===== src/rtl/alu_arbiter_if.sv =====
// alu_arbiter request/response bundle.
// master = requester side, slave = arbiter side.
interface alu_arbiter_if;
  logic [1:0] req_valid;
  logic [1:0] req_ready;
  logic [3:0] req_mode0;
  logic [3:0] req_mode1;
  logic [7:0] req_a0;
  logic [7:0] req_a1;
  logic [7:0] req_b0;
  logic [7:0] req_b1;
  logic [1:0] req_lock;
  logic       resp_valid;
  logic       resp_ready;
  logic       resp_id;
  logic [7:0] resp_data;
  logic [3:0] resp_flags;

  modport master (
    output req_valid,
    output req_mode0,
    output req_mode1,
    output req_a0,
    output req_a1,
    output req_b0,
    output req_b1,
    output req_lock,
    output resp_ready,
    input  req_ready,
    input  resp_valid,
    input  resp_id,
    input  resp_data,
    input  resp_flags
  );

  modport slave (
    input  req_valid,
    input  req_mode0,
    input  req_mode1,
    input  req_a0,
    input  req_a1,
    input  req_b0,
    input  req_b1,
    input  req_lock,
    input  resp_ready,
    output req_ready,
    output resp_valid,
    output resp_id,
    output resp_data,
    output resp_flags
  );
endinterface


===== src/rtl/alu_arbiter.sv =====
// Round-robin two-requester scheduler for the shared 8-bit ALU.
// Optional grant locking is enabled by defining ALU_ARB_LOCK_EN.
module alu_arbiter (
  input  logic         clk,
  input  logic         rst_n,
  alu_arbiter_if.slave bus,
  output logic [7:0]   alu_op1,
  output logic [7:0]   alu_op2,
  output logic [3:0]   alu_mode,
  output logic         alu_en,
  output logic [3:0]   alu_cflags,
  input  logic [7:0]   alu_out,
  input  logic [3:0]   alu_flags
);

`ifdef ALU_ARB_LOCK_EN
  localparam logic LOCK_EN = 1'b1;
`else
  localparam logic LOCK_EN = 1'b0;
`endif

  localparam logic [1:0] S_IDLE = 2'd0;
  localparam logic [1:0] S_EXEC = 2'd1;
  localparam logic [1:0] S_RESP = 2'd2;

  typedef struct packed {
    logic [3:0] mode;
    logic [7:0] a;
    logic [7:0] b;
    logic       id;
  } op_t;

  logic [1:0] state_q;
  op_t        op_q;
  logic       last_id_q;
  logic       lock_q;
  logic [3:0] flags_q;
  logic [7:0] rdata_q;
  logic [3:0] rflags_q;

  logic       grant_vld;
  logic       grant_id;
  logic       grant_lock;
  op_t        grant_op;
  logic       accept;

  // Pick the winner: locked owner, else round-robin on a tie.
  always_comb begin
    grant_vld = 1'b0;
    grant_id  = 1'b0;
    unique case (1'b1)
      lock_q: begin
        grant_id  = op_q.id;
        grant_vld = bus.req_valid[op_q.id];
      end
      (!lock_q && bus.req_valid == 2'b11): begin
        grant_id  = ~last_id_q;
        grant_vld = 1'b1;
      end
      (!lock_q && bus.req_valid == 2'b10): begin
        grant_id  = 1'b1;
        grant_vld = 1'b1;
      end
      (!lock_q && bus.req_valid == 2'b01): begin
        grant_id  = 1'b0;
        grant_vld = 1'b1;
      end
      default: ;
    endcase
  end

  // Select the winner's operation fields.
  always_comb begin
    grant_op      = '0;
    grant_op.id   = grant_id;
    grant_op.mode = grant_id ? bus.req_mode1 : bus.req_mode0;
    grant_op.a    = grant_id ? bus.req_a1 : bus.req_a0;
    grant_op.b    = grant_id ? bus.req_b1 : bus.req_b0;
    grant_lock    = LOCK_EN & bus.req_lock[grant_id];
  end

  assign accept = (state_q == S_IDLE) & grant_vld;

  assign bus.req_ready = !accept ? 2'b00 :
                         grant_id ? 2'b10 : 2'b01;

  // Sequencer: accept, execute one cycle, hold response.
  always_ff @(posedge clk or negedge rst_n) begin
    if (!rst_n) begin
      state_q   <= S_IDLE;
      op_q      <= '0;
      last_id_q <= 1'b0;
      lock_q    <= 1'b0;
      flags_q   <= 4'h0;
      rdata_q   <= 8'h00;
      rflags_q  <= 4'h0;
    end else begin
      unique case (state_q)
        S_IDLE: begin
          if (accept) begin
            op_q    <= grant_op;
            lock_q  <= grant_lock;
            state_q <= S_EXEC;
          end
        end
        S_EXEC: begin
          rdata_q  <= alu_out;
          rflags_q <= alu_flags;
          flags_q  <= alu_flags;
          state_q  <= S_RESP;
        end
        S_RESP: begin
          if (bus.resp_ready) begin
            if (!lock_q) begin
              last_id_q <= op_q.id;
            end
            state_q <= S_IDLE;
          end
        end
        default: state_q <= S_IDLE;
      endcase
    end
  end

  assign alu_op1    = op_q.a;
  assign alu_op2    = op_q.b;
  assign alu_mode   = op_q.mode;
  assign alu_en     = (state_q == S_EXEC);
  assign alu_cflags = flags_q;

  assign bus.resp_valid = (state_q == S_RESP);
  assign bus.resp_id    = op_q.id;
  assign bus.resp_data  = rdata_q;
  assign bus.resp_flags = rflags_q;

endmodule


===== src/flat_wrapper.sv =====
// flat-port wrapper written by rule: the top's interface ports become plain ports
module alu_arbiter_flat 
  (clk, rst_n, alu_op1, alu_op2, alu_mode, alu_en, alu_cflags, alu_out, alu_flags, bus_req_valid, bus_req_mode0, bus_req_mode1, bus_req_a0, bus_req_a1, bus_req_b0, bus_req_b1, bus_req_lock, bus_resp_ready, bus_req_ready, bus_resp_valid, bus_resp_id, bus_resp_data, bus_resp_flags);
  alu_arbiter_if bus_i ();
  input  logic clk;
  input  logic rst_n;
  output logic [7:0] alu_op1;
  output logic [7:0] alu_op2;
  output logic [3:0] alu_mode;
  output logic alu_en;
  output logic [3:0] alu_cflags;
  input  logic [7:0] alu_out;
  input  logic [3:0] alu_flags;
  input wire logic [$bits(bus_i.req_valid)-1:0] bus_req_valid;
  input wire logic [$bits(bus_i.req_mode0)-1:0] bus_req_mode0;
  input wire logic [$bits(bus_i.req_mode1)-1:0] bus_req_mode1;
  input wire logic [$bits(bus_i.req_a0)-1:0] bus_req_a0;
  input wire logic [$bits(bus_i.req_a1)-1:0] bus_req_a1;
  input wire logic [$bits(bus_i.req_b0)-1:0] bus_req_b0;
  input wire logic [$bits(bus_i.req_b1)-1:0] bus_req_b1;
  input wire logic [$bits(bus_i.req_lock)-1:0] bus_req_lock;
  input wire logic [$bits(bus_i.resp_ready)-1:0] bus_resp_ready;
  output wire logic [$bits(bus_i.req_ready)-1:0] bus_req_ready;
  output wire logic [$bits(bus_i.resp_valid)-1:0] bus_resp_valid;
  output wire logic [$bits(bus_i.resp_id)-1:0] bus_resp_id;
  output wire logic [$bits(bus_i.resp_data)-1:0] bus_resp_data;
  output wire logic [$bits(bus_i.resp_flags)-1:0] bus_resp_flags;
  assign bus_i.req_valid = bus_req_valid;
  assign bus_i.req_mode0 = bus_req_mode0;
  assign bus_i.req_mode1 = bus_req_mode1;
  assign bus_i.req_a0 = bus_req_a0;
  assign bus_i.req_a1 = bus_req_a1;
  assign bus_i.req_b0 = bus_req_b0;
  assign bus_i.req_b1 = bus_req_b1;
  assign bus_i.req_lock = bus_req_lock;
  assign bus_i.resp_ready = bus_resp_ready;
  assign bus_req_ready = bus_i.req_ready;
  assign bus_resp_valid = bus_i.resp_valid;
  assign bus_resp_id = bus_i.resp_id;
  assign bus_resp_data = bus_i.resp_data;
  assign bus_resp_flags = bus_i.resp_flags;
  alu_arbiter u_core (.clk(clk), .rst_n(rst_n), .bus(bus_i), .alu_op1(alu_op1), .alu_op2(alu_op2), .alu_mode(alu_mode), .alu_en(alu_en), .alu_cflags(alu_cflags), .alu_out(alu_out), .alu_flags(alu_flags));
endmodule

===== config.mk =====
export PLATFORM = sky130hd
export DESIGN_NAME = alu_arbiter_flat
export DESIGN_NICKNAME = d
export VERILOG_FILES = /design/src/rtl/alu_arbiter_if.sv /design/src/rtl/alu_arbiter.sv /design/src/flat_wrapper.sv
export SDC_FILE = /design/constraint.sdc
export NUM_CORES = 1
export LEC_CHECK = 0
export CELL_PAD_IN_SITES_DETAIL_PLACEMENT = 1
export CELL_PAD_IN_SITES_GLOBAL_PLACEMENT = 1
export CORE_MARGIN = 1
export CORE_UTILIZATION = 26
export DETAILED_ROUTE_END_ITERATION = 8
export PLACE_DENSITY_LB_ADDON = 0.1
export REMOVE_ABC_BUFFERS = 1
export SYNTH_ARGS = -nofsm -noshare
export SYNTH_HDL_FRONTEND = slang
export SYNTH_SLANG_ARGS = --single-unit

===== constraint.sdc =====
create_clock -name clk -period 1.85 [get_ports clk]
set_clock_uncertainty 0.2 [all_clocks]
set_input_delay 0.37 -clock clk [delete_from_list [all_inputs] [get_ports clk]]
set_output_delay 0.37 -clock clk [all_outputs]
set_load 0.01 [all_outputs]

Word level (Yosys, flattened, before mapping)
Index checks and enable logic that the tools add are counted.
{"block": "word_totals", "regBits": 36, "latchBits": 0, "ramBits": 0, "rom_bits": 0, "inputBits": 59, "memories": 0}
{"block": "op_classes", "add_sub_neg": 0, "mul": 0, "div": 0, "magnitude_cmp": 0, "eq_ne": 7, "shifts": 0, "n_mux": 10, "n_bitwise": 2, "reduce_logical": 5}
{"op": "$mux 8", "count": 2}
{"op": "$mux 2", "count": 4}
{"op": "$eq 2x2->1 const B", "count": 3}
{"op": "$pmux 2 s3", "count": 1}
{"op": "$reduce_and 2->1", "count": 3}
{"op": "$eq 2x1->1 const B", "count": 2}
{"op": "$mux 4", "count": 1}
{"op": "$reduce_or 3->1", "count": 1}
{"op": "$logic_not 2->1", "count": 1}
{"op": "$ne 2x1->1 const B", "count": 1}
{"op": "$ne 2x2->1 const B", "count": 1}
{"op": "$pmux 1 s2", "count": 1}
{"op": "$and 1x1->1", "count": 1}
{"op": "$mux 1", "count": 1}
{"op": "$not 1->1", "count": 1}

Logic depth before layout (Yosys ltp)
Gate-level depths: netlist of the first run.
{"block": "logic_depth", "depth_word": 6, "mapped_depth": 4, "mapped_depth_nobuf": 3}

Worst setup path before layout of the first run
Ideal clock, no wire load.
{"block": "synth_timing", "kind": "register -> output", "start": "reg u_core.state_q[1]", "end": "out bus_req_ready[1]", "arrival_time_ps": 944, "required_time_ps": 1280, "setup_slack_ps": 336, "path_stages_with_launch": 4, "n_path_buf": 1, "cell_sequence": "dfrtp_1 > nor2_2 > clkbuf_1 > and2_1"}
{"block": "synth_between", "elab_chain_len": 3}
{"item": "from (decl)", "line_no": "alu_arbiter.sv:33", "source": "logic [1:0] state_q;"}
{"item": "from (signal assigned)", "line_no": "alu_arbiter.sv:90", "source": "state_q <= S_IDLE;"}
{"item": "from (signal assigned)", "line_no": "alu_arbiter.sv:103", "source": "state_q <= S_EXEC;"}
{"item": "from (signal assigned)", "line_no": "alu_arbiter.sv:110", "source": "state_q <= S_RESP;"}
{"item": "$logic_not 2->1", "line_no": "alu_arbiter.sv:82", "source": "assign accept = (state_q == S_IDLE) & grant_vld;"}
{"item": "$and 1x1->1", "line_no": "alu_arbiter.sv:82"}
{"item": "$mux 2", "line_no": "alu_arbiter.sv:84", "source": "assign bus.req_ready = !accept ? 2'b00 :"}
{"item": "to (decl)", "line_no": "flat_wrapper.sv:23", "source": "output wire logic [$bits(bus_i.req_ready)-1:0] bus_req_ready;"}
Every way passes these cells.

Worst setup path in the final report of the first run
Same ends and word-level chain as after synthesis.

==> results.tsv, run 1 <==
stage	metric	value	unit
global_routing	GRT overflow	0	
global_routing	vias in the first global route	1587	
floorplan	Die ar.	0.00628	mm2
drt	DR DRC count	0	
global_routing	GR peak layer	met2	
placement	PortBufs	97	
worst_setup_path	CP endpoint	bus_req_ready[1]	
clock_tree	CTS sink cnt	36	
cells_and_area	area of the multi-input gates	561	um2
cells_and_area	Ant. Diodes	0	
cells_and_area	layout cell share with drive strength beyond 1	0.161	
sta	Final Hold Fails	0	
floorplan	I/O pin total	100	
worst_setup_path	Worst Path Max Fanout	4	
placement	DP Wirelength	3.64	mm
global_routing	met2 usage	0.291	
synthesis	post-synthesis compound-gate area fraction	0.147	
floorplan	Core Region	0.00564	mm2
drt	DRT Wirelength	4.72	mm
power	pwr/cell area	1580	mW/mm2
worst_setup_path	Critical R2R Launch	u_core.last_id_q	
drt	DR iter-0 viols	43	
placement	gpl congestion	0.708	
placement	pre-CTS WS	-0.482	ns
clock_tree	Root Buffer	clkbuf_8	
cells_and_area	fin nets	281	
worst_setup_path	reg2reg end	u_core.alu_op2[3]	
synthesis	Synth Area per Inst	13.4	um2
worst_setup_path	CP arrival	1.23	ns
cells_and_area	FF+latch area	901	um2
sta	final setup TNS	0	ns
sta	fmax	554	MHz
synthesis	area share of fa/ha/maj cells after synthesis	0	
global_routing	gr usage total	0.163	
cells_and_area	Layout fillers	605	
floorplan	Site Rows	27	
global_routing	largest net degree at the start of global routing	21	
sta	count of pins over their slew limit	0	
run_status	status	finished, final reports clean	
clock_tree	worst skew pair latency	0.28	ns
drt	Via density	4.75	
synthesis	Mapped Area	0.00155	mm2
global_routing	antenna violations before repair	0	
synthesis	xor/xnor share of the synthesized area	0	
drt	antenna viol nets, final	0	
sta	Final setup viols	0	
global_routing	met1 Track Usage GR	0.185	
global_routing	global-route wire length before repair	7.83	mm
power	Pwr Total	4.31	mW
clock_tree	Clock Path Buffers	2	
sta	post-route clock period utilization	0.975	
hold_path	hold path depth	1	
clock_tree	CTS tree	done	
cells_and_area	synthesis-to-finish area growth	75.6	%
drt	post-DR wirelength/cell	16.0	um
worst_setup_path	CP Class	register to primary output	
hold_path	Hold Path Class	register to register	
floorplan	die width	79.3	um
drt	1st-pass router iterations	4	
clock_tree	Inserted Clock Buffers	5	
power	Leak	1.23	nW
worst_setup_path	critical path required time	1.28	ns
worst_setup_path	Setup crit start	u_core.state_q[1]	
drt	Vias	1402	
worst_setup_path	r2r setup slk	0.19	ns
worst_setup_path	crit start category	register	
synthesis	simple-gate share of the synthesized area	0.110	
flow_run	Max-Cap Viols	0	
synthesis	number of synthesized register bits	36	
power	Max VDD drop	0.566	mV
synthesis	Distinct cells, synth	19	
synthesis	main combinational cell family by area after synthesis	compound AO/OA/AOI/OAI gates	
sta	final worst setup slack	0.0465	ns
synthesis	Seq/Total Area, Yosys	0.581	
floorplan	initial core utilization	0.275	
sta	final hold slack	0.291	ns
floorplan	Die Y	79.3	um
sta	min Tclk post-route	1.80	ns
sta	Slew headroom	0.702	
synthesis	fraction of synthesized area in multiplexers	0.0944	
clock_tree	CTS H-tree depth	2	
worst_setup_path	Critical Path End Type	primary output	
synthesis	Syn Inst Count	116	
synthesis	yosys warns	0	
global_routing	met3 GRT Util	0.0517	
clock_tree	register clock-pin slew on the reported worst setup and hold paths	0.06	ns
worst_setup_path	cell count of the worst reg-to-reg path	4	
sta	Worst-Margin Slew	0.447	ns
kinds of logic after synthesis:
logic type,after synthesis
AO/OA/AOI/OAI,24
buffers and inverters,16
flip-flops,36
AND/OR/NAND/NOR,27
multiplexers,13
placed cells by master (no fill, tap or decap):
cell type        Yosys  routed
clkbuf_8             0       6
clkbuf_2             0       2
and2_4               0       1
dlygate4sd3_1        0       1
nand2_1              1       1
a221o_1             20      20
inv_1                2       2
clkdlybuf4s50_1      0      90
buf_6                3       2
mux2_2               5       5
buf_4                4      14
and3_1              20      20
a21o_1               2       2
and3_4               1       1
a21boi_2             0       1
nor2b_1              2       2
dlygate4sd2_1        0       2
mux2_1               8       8
buf_2                6       2
clkbuf_1             1       2
o21ai_2              0       1
nand2b_1             1       1
nor2_4               0       1
dfrtp_1             36      36
registers in the layout, indices dropped and copies added, names as in the netlist:
| register | cells |
|---|---|
| u_core.alu_mode | 4 |
| u_core.last_id_q | 1 |
| u_core.alu_cflags | 4 |
| u_core.bus.resp_id | 1 |
| u_core.alu_op1 | 8 |
| u_core.alu_op2 | 8 |
| u_core.state_q | 2 |
| u_core.bus.resp_data | 8 |
synthesized netlist by cell type:
cell | count | area share
a21boi_1 | 1 | 0.0048
a21o_1 | 2 | 0.0097
a221o_1 | 20 | 0.13
and2_1 | 1 | 0.0040
and3_1 | 20 | 0.081
and3_4 | 1 | 0.0073
buf_2 | 6 | 0.019
buf_4 | 4 | 0.019
buf_6 | 3 | 0.022
clkbuf_1 | 1 | 0.0024
dfrtp_1 | 36 | 0.58
inv_1 | 2 | 0.0048
mux2_1 | 8 | 0.058
mux2_2 | 5 | 0.036
nand2_1 | 1 | 0.0024
nand2b_1 | 1 | 0.0040
nor2_2 | 1 | 0.0040
nor2b_1 | 2 | 0.0081
o21ai_1 | 1 | 0.0032
worst min-delay path by stage:
stage                             from                      end  slack (ns)
6_report       u_core.bus.resp_data[3]  u_core.bus.resp_data[3]        0.29
4_1_cts        u_core.bus.resp_data[6]  u_core.bus.resp_data[6]        0.30
3_3_place_gp                     rst_n        u_core.alu_op2[3]        0.13
2_1_floorplan                    rst_n     u_core.alu_cflags[0]       -0.13
3_5_place_dp                     rst_n        u_core.alu_op2[0]        0.14
5_1_grt        u_core.bus.resp_data[6]  u_core.bus.resp_data[6]        0.32
worst max-delay path: stages (launching register included):
cell	delay (ns)
dfrtp_1	0.42
nor2_4	0.17
buf_6	0.12
and2_4	0.13
buf_2	0.12
where the power goes:
group	switching (mW)	leakage (nW)	internal, mW
Sequential	0.245	0.437	1.18
Combinational	0.903	0.749	1.41
Clock	0.263	0.0455	0.304
routing by layer:
metal / vias to the layer above / share of wire
li1: 644 / -
met1: 681 / 0.40
met2: 71 / 0.50
met3: 6 / 0.079
met4: 0 / 0.014
met5: - / 0
cell type report:
type                       instances  share of cell area
tap                               72              0.0331
timing repair buffer             113               0.395
sequential                        36               0.331
multi-input combinational         64               0.206
clock buffer                       8              0.0331
inverter                           2             0.00275
timing repair:
item,CTS,global route
hold endpoints to repair,18,0
gates resized for setup,17,4
setup buffers,1,0
setup endpoints to repair,4,3
hold buffers,1,0
metrics by stage:
stage               utilization  cells  cell area [um2]
global placement          0.464    285             2620
floorplan                     -    102             1450
global route              0.483    295             2730
finish                    0.483    295             2730
CTS                       0.483    295             2730
detailed placement        0.464    285             2620
No activity file was read; power rests on OpenSTA's default activity.
==> run 2: changes to the inputs <==
--- a/config.mk
+++ b/config.mk
@@ -8,8 +8,9 @@
 export CELL_PAD_IN_SITES_DETAIL_PLACEMENT = 1
 export CELL_PAD_IN_SITES_GLOBAL_PLACEMENT = 1
 export CORE_MARGIN = 1
-export CORE_UTILIZATION = 26
+export CORE_UTILIZATION = 24
 export DETAILED_ROUTE_END_ITERATION = 8
+export GPL_TIMING_DRIVEN = 0
 export PLACE_DENSITY_LB_ADDON = 0.1
 export REMOVE_ABC_BUFFERS = 1
 export SYNTH_ARGS = -nofsm -noshare
==> constraint.sdc (replaced) <==
create_clock -name clk -period 1.6 [get_ports clk]
set_clock_uncertainty 0.2 [all_clocks]
set_input_delay 0.32 -clock clk [delete_from_list [all_inputs] [get_ports clk]]
set_output_delay 0.32 -clock clk [all_outputs]
set_load 0.01 [all_outputs]
==> run 2 against run 1 <==
Effect of this change: the run now ends with setup timing left; clock-buffer cell count down 1; critical path depth unchanged; global-route usage up 2.4 points; total power up 35%; register-to-register slack worse by 0.32 ns; combinational power up 42%.
==> results.tsv, run 2 (synthesis results as in run 1) <==
stage	metric	value	unit	change
flow_run	Max-Cap Viols	0		unchanged
worst_setup_path	CP Class	register to primary output		
global_routing	largest net degree at the start of global routing	37		+76%
power	pwr/cell area	1920	mW/mm2	+21%
cells_and_area	most frequent cells in the layout	clkdlybuf4s50_1, dlygate4sd2_1, dfrtp_1, and3_1, a221o_1		
sta	count of pins over their slew limit	0		unchanged
clock_tree	CTS tree	done		
run_status	failing checks	setup timing		
placement	DP Wirelength	3.44	mm	-5.3%
worst_setup_path	CP arrival	1.23	ns	about the same
clock_tree	CTS sink cnt	36		unchanged
run_status	status	complete, but fails checks		
floorplan	Die ar.	0.00679	mm2	+8.1%
drt	Via density	4.89		+2.9%
worst_setup_path	critical path required time	1.08	ns	-0.20 ns
clock_tree	Inserted Clock Buffers	5		unchanged
hold_path	Hold Path Class	register to register		
floorplan	I/O pin total	100		unchanged
global_routing	global-route wire length before repair	9.09	mm	+16%
cells_and_area	layout cell share with drive strength beyond 1	0.265		+0.103
sta	Slew headroom	0.662		-0.0398
cells_and_area	fin nets	296		+5.3%
global_routing	GRT overflow	0		unchanged
cells_and_area	Util after Layout	0.500		+0.0174
worst_setup_path	Max stage delay on crit path	0.45	ns	+0.03 ns
sta	post-route clock period utilization	1.09		
cells_and_area	Ant. Diodes	0		unchanged
floorplan	Core Region	0.00606	mm2	+7.4%
clock_tree	register clock-pin slew on the reported worst setup and hold paths	0.07	ns	about the same
sta	fmax	571	MHz	
sta	Worst-Margin Slew	0.504	ns	+0.0568 ns
sta	min Tclk post-route	1.75	ns	
hold_path	hold path endpoint	u_core.bus.resp_data[3]		
floorplan	Site Rows	28		+3.7%
drt	1st-pass router iterations	3		-1
clock_tree	worst skew pair latency	0.29	ns	about the same
worst_setup_path	CP dominant cell by count	buf_6		
power	Pwr Total	5.82	mW	+35%
clock_tree	CTS H-tree depth	2		unchanged
cells_and_area	synthesis-to-finish area growth	95.5	%	
floorplan	Die Y	82.4	um	+4.0%
sta	Final Hold Fails	0		unchanged
drt	Vias	1530		+9.1%
placement	PortBufs	97		unchanged
clock_tree	Clock Path Buffers	2		unchanged
placement	gpl congestion	0.695		-1.9%
floorplan	die width	82.4	um	+4.0%
hold_path	hold path startpoint	u_core.bus.resp_data[3]		
worst_setup_path	Crit-path slowest cell	dfrtp_2		
worst_setup_path	crit start category	register		
drt	DRT Wirelength	6.14	mm	+30%
floorplan	initial core utilization	0.256		-0.0190
worst_setup_path	Worst Path Max Fanout	3		-1
hold_path	hold path depth	1		unchanged
sta	RSZ-0062 raised after global routing	true		
worst_setup_path	reg2reg end	u_core.alu_op1[2]		
drt	DR iter-0 viols	53		+23%
global_routing	vias in the first global route	1697		+6.9%
power	Leak	1.47	nW	+19%
worst_setup_path	Critical R2R Launch	u_core.state_q[1]		
sta	final worst setup slack	-0.151	ns	-0.198 ns
global_routing	gr usage total	0.188		+0.0244
drt	DR DRC count	0		unchanged
drt	antenna viol nets, final	0		unchanged
global_routing	antenna violations before repair	0		unchanged
drt	post-DR wirelength/cell	19.6	um	+23%
worst_setup_path	Cell Chain, Critical Path	nor2_4, buf_6, and2_4, buf_6		
worst_setup_path	r2r setup slk	-0.13	ns	-0.32 ns
sta	Final setup viols	29		+29
clock_tree	Root Buffer	clkbuf_8		
worst_setup_path	cell count of the worst reg-to-reg path	6		+2
worst_setup_path	Critical Path End Type	primary output		
cells_and_area	commonest non-fill, non-tap cell in the layout	clkdlybuf4s50_1		
power	Max VDD drop	0.770	mV	+36%
run 2: final cells by class:
type	count	area [um2]
repair buffers	124	1240
clock inverters	1	30.0
fillers	623	3030
multi-input cells	68	662
well taps	75	93.8
clock buffers	7	96.3
flip-flops and latches	36	905
inverters	2	7.51
run 2: metrics by stage:
stage	area (um2)	std cells	TNS (ns)	hold slack [ns]	setup slack [ns]
after floorplan	1450	102	-9.07	-0.176	-0.287
final	3030	313	-2.64	0.293	-0.151
after global placement	2520	274	-63.64	0.268	-1.64
after detailed placement	2530	275	-30.64	0.272	-1.69
after global routing	3030	313	-4.07	0.318	-0.199
after CTS	2910	305	-1.94	0.286	-0.142
run 2: power by group:
group / switching [mW] / internal (mW)
clock network: 0.335 / 0.550
registers: 0.287 / 1.38
logic: 1.36 / 1.91
total: 1.98 / 3.84
run 2: worst max path at each step:
stage                         end               from  slack [ns]  cells past startpoint
5_1_grt          bus_req_ready[1]  u_core.state_q[1]       -0.20                      4
2_1_floorplan  u_core.alu_mode[0]  u_core.state_q[1]       -0.29                      3
6_report         bus_req_ready[1]  u_core.state_q[1]       -0.15                      4
4_1_cts          bus_req_ready[1]  u_core.state_q[0]       -0.14                      4
3_3_place_gp     bus_req_ready[1]   bus_req_valid[1]       -1.64                      4
3_5_place_dp     bus_req_ready[1]   bus_req_valid[1]       -1.69                      4
run 2: metal layers:
metal | GRT usage | share of wire | vias to the layer above
met3 | 0.0593 | 0.084 | 8
met5 | 0 | 0 | -
met2 | 0.352 | 0.51 | 76
met1 | 0.198 | 0.39 | 762
met4 | 0.0561 | 0.0098 | 0
li1 | - | - | 684
run 2: timing repair:
| item | in CTS | in global routing |
|---|---|---|
| pin swaps | 4 | 4 |
| buffers inserted | 16 | 6 |
| endpoints found under the setup margin | 76 | 39 |
| endpoints found under the hold margin | 36 | 0 |
| resized for setup | 84 | 12 |
| gates cloned | 5 | 2 |
| hold buffers | 1 | 0 |
run 2: worst max-delay path, delay by kind of cell (launching register included):
family	cells	cell delay, ns
flip-flops	1	0.45
buffers and inverters	2	0.21
AND/OR/NAND/NOR	2	0.29
==> run 3: changes to the inputs <==
--- a/config.mk
+++ b/config.mk
@@ -9,6 +9,7 @@
 export CELL_PAD_IN_SITES_GLOBAL_PLACEMENT = 1
 export CORE_MARGIN = 1
 export CORE_UTILIZATION = 24
+export CTS_CLUSTER_SIZE = 25
 export DETAILED_ROUTE_END_ITERATION = 8
 export GPL_TIMING_DRIVEN = 0
 export PLACE_DENSITY_LB_ADDON = 0.1
==> results of run 3 <==
Same layout as run 2: the final DEF is identical, and so are final timing and power.
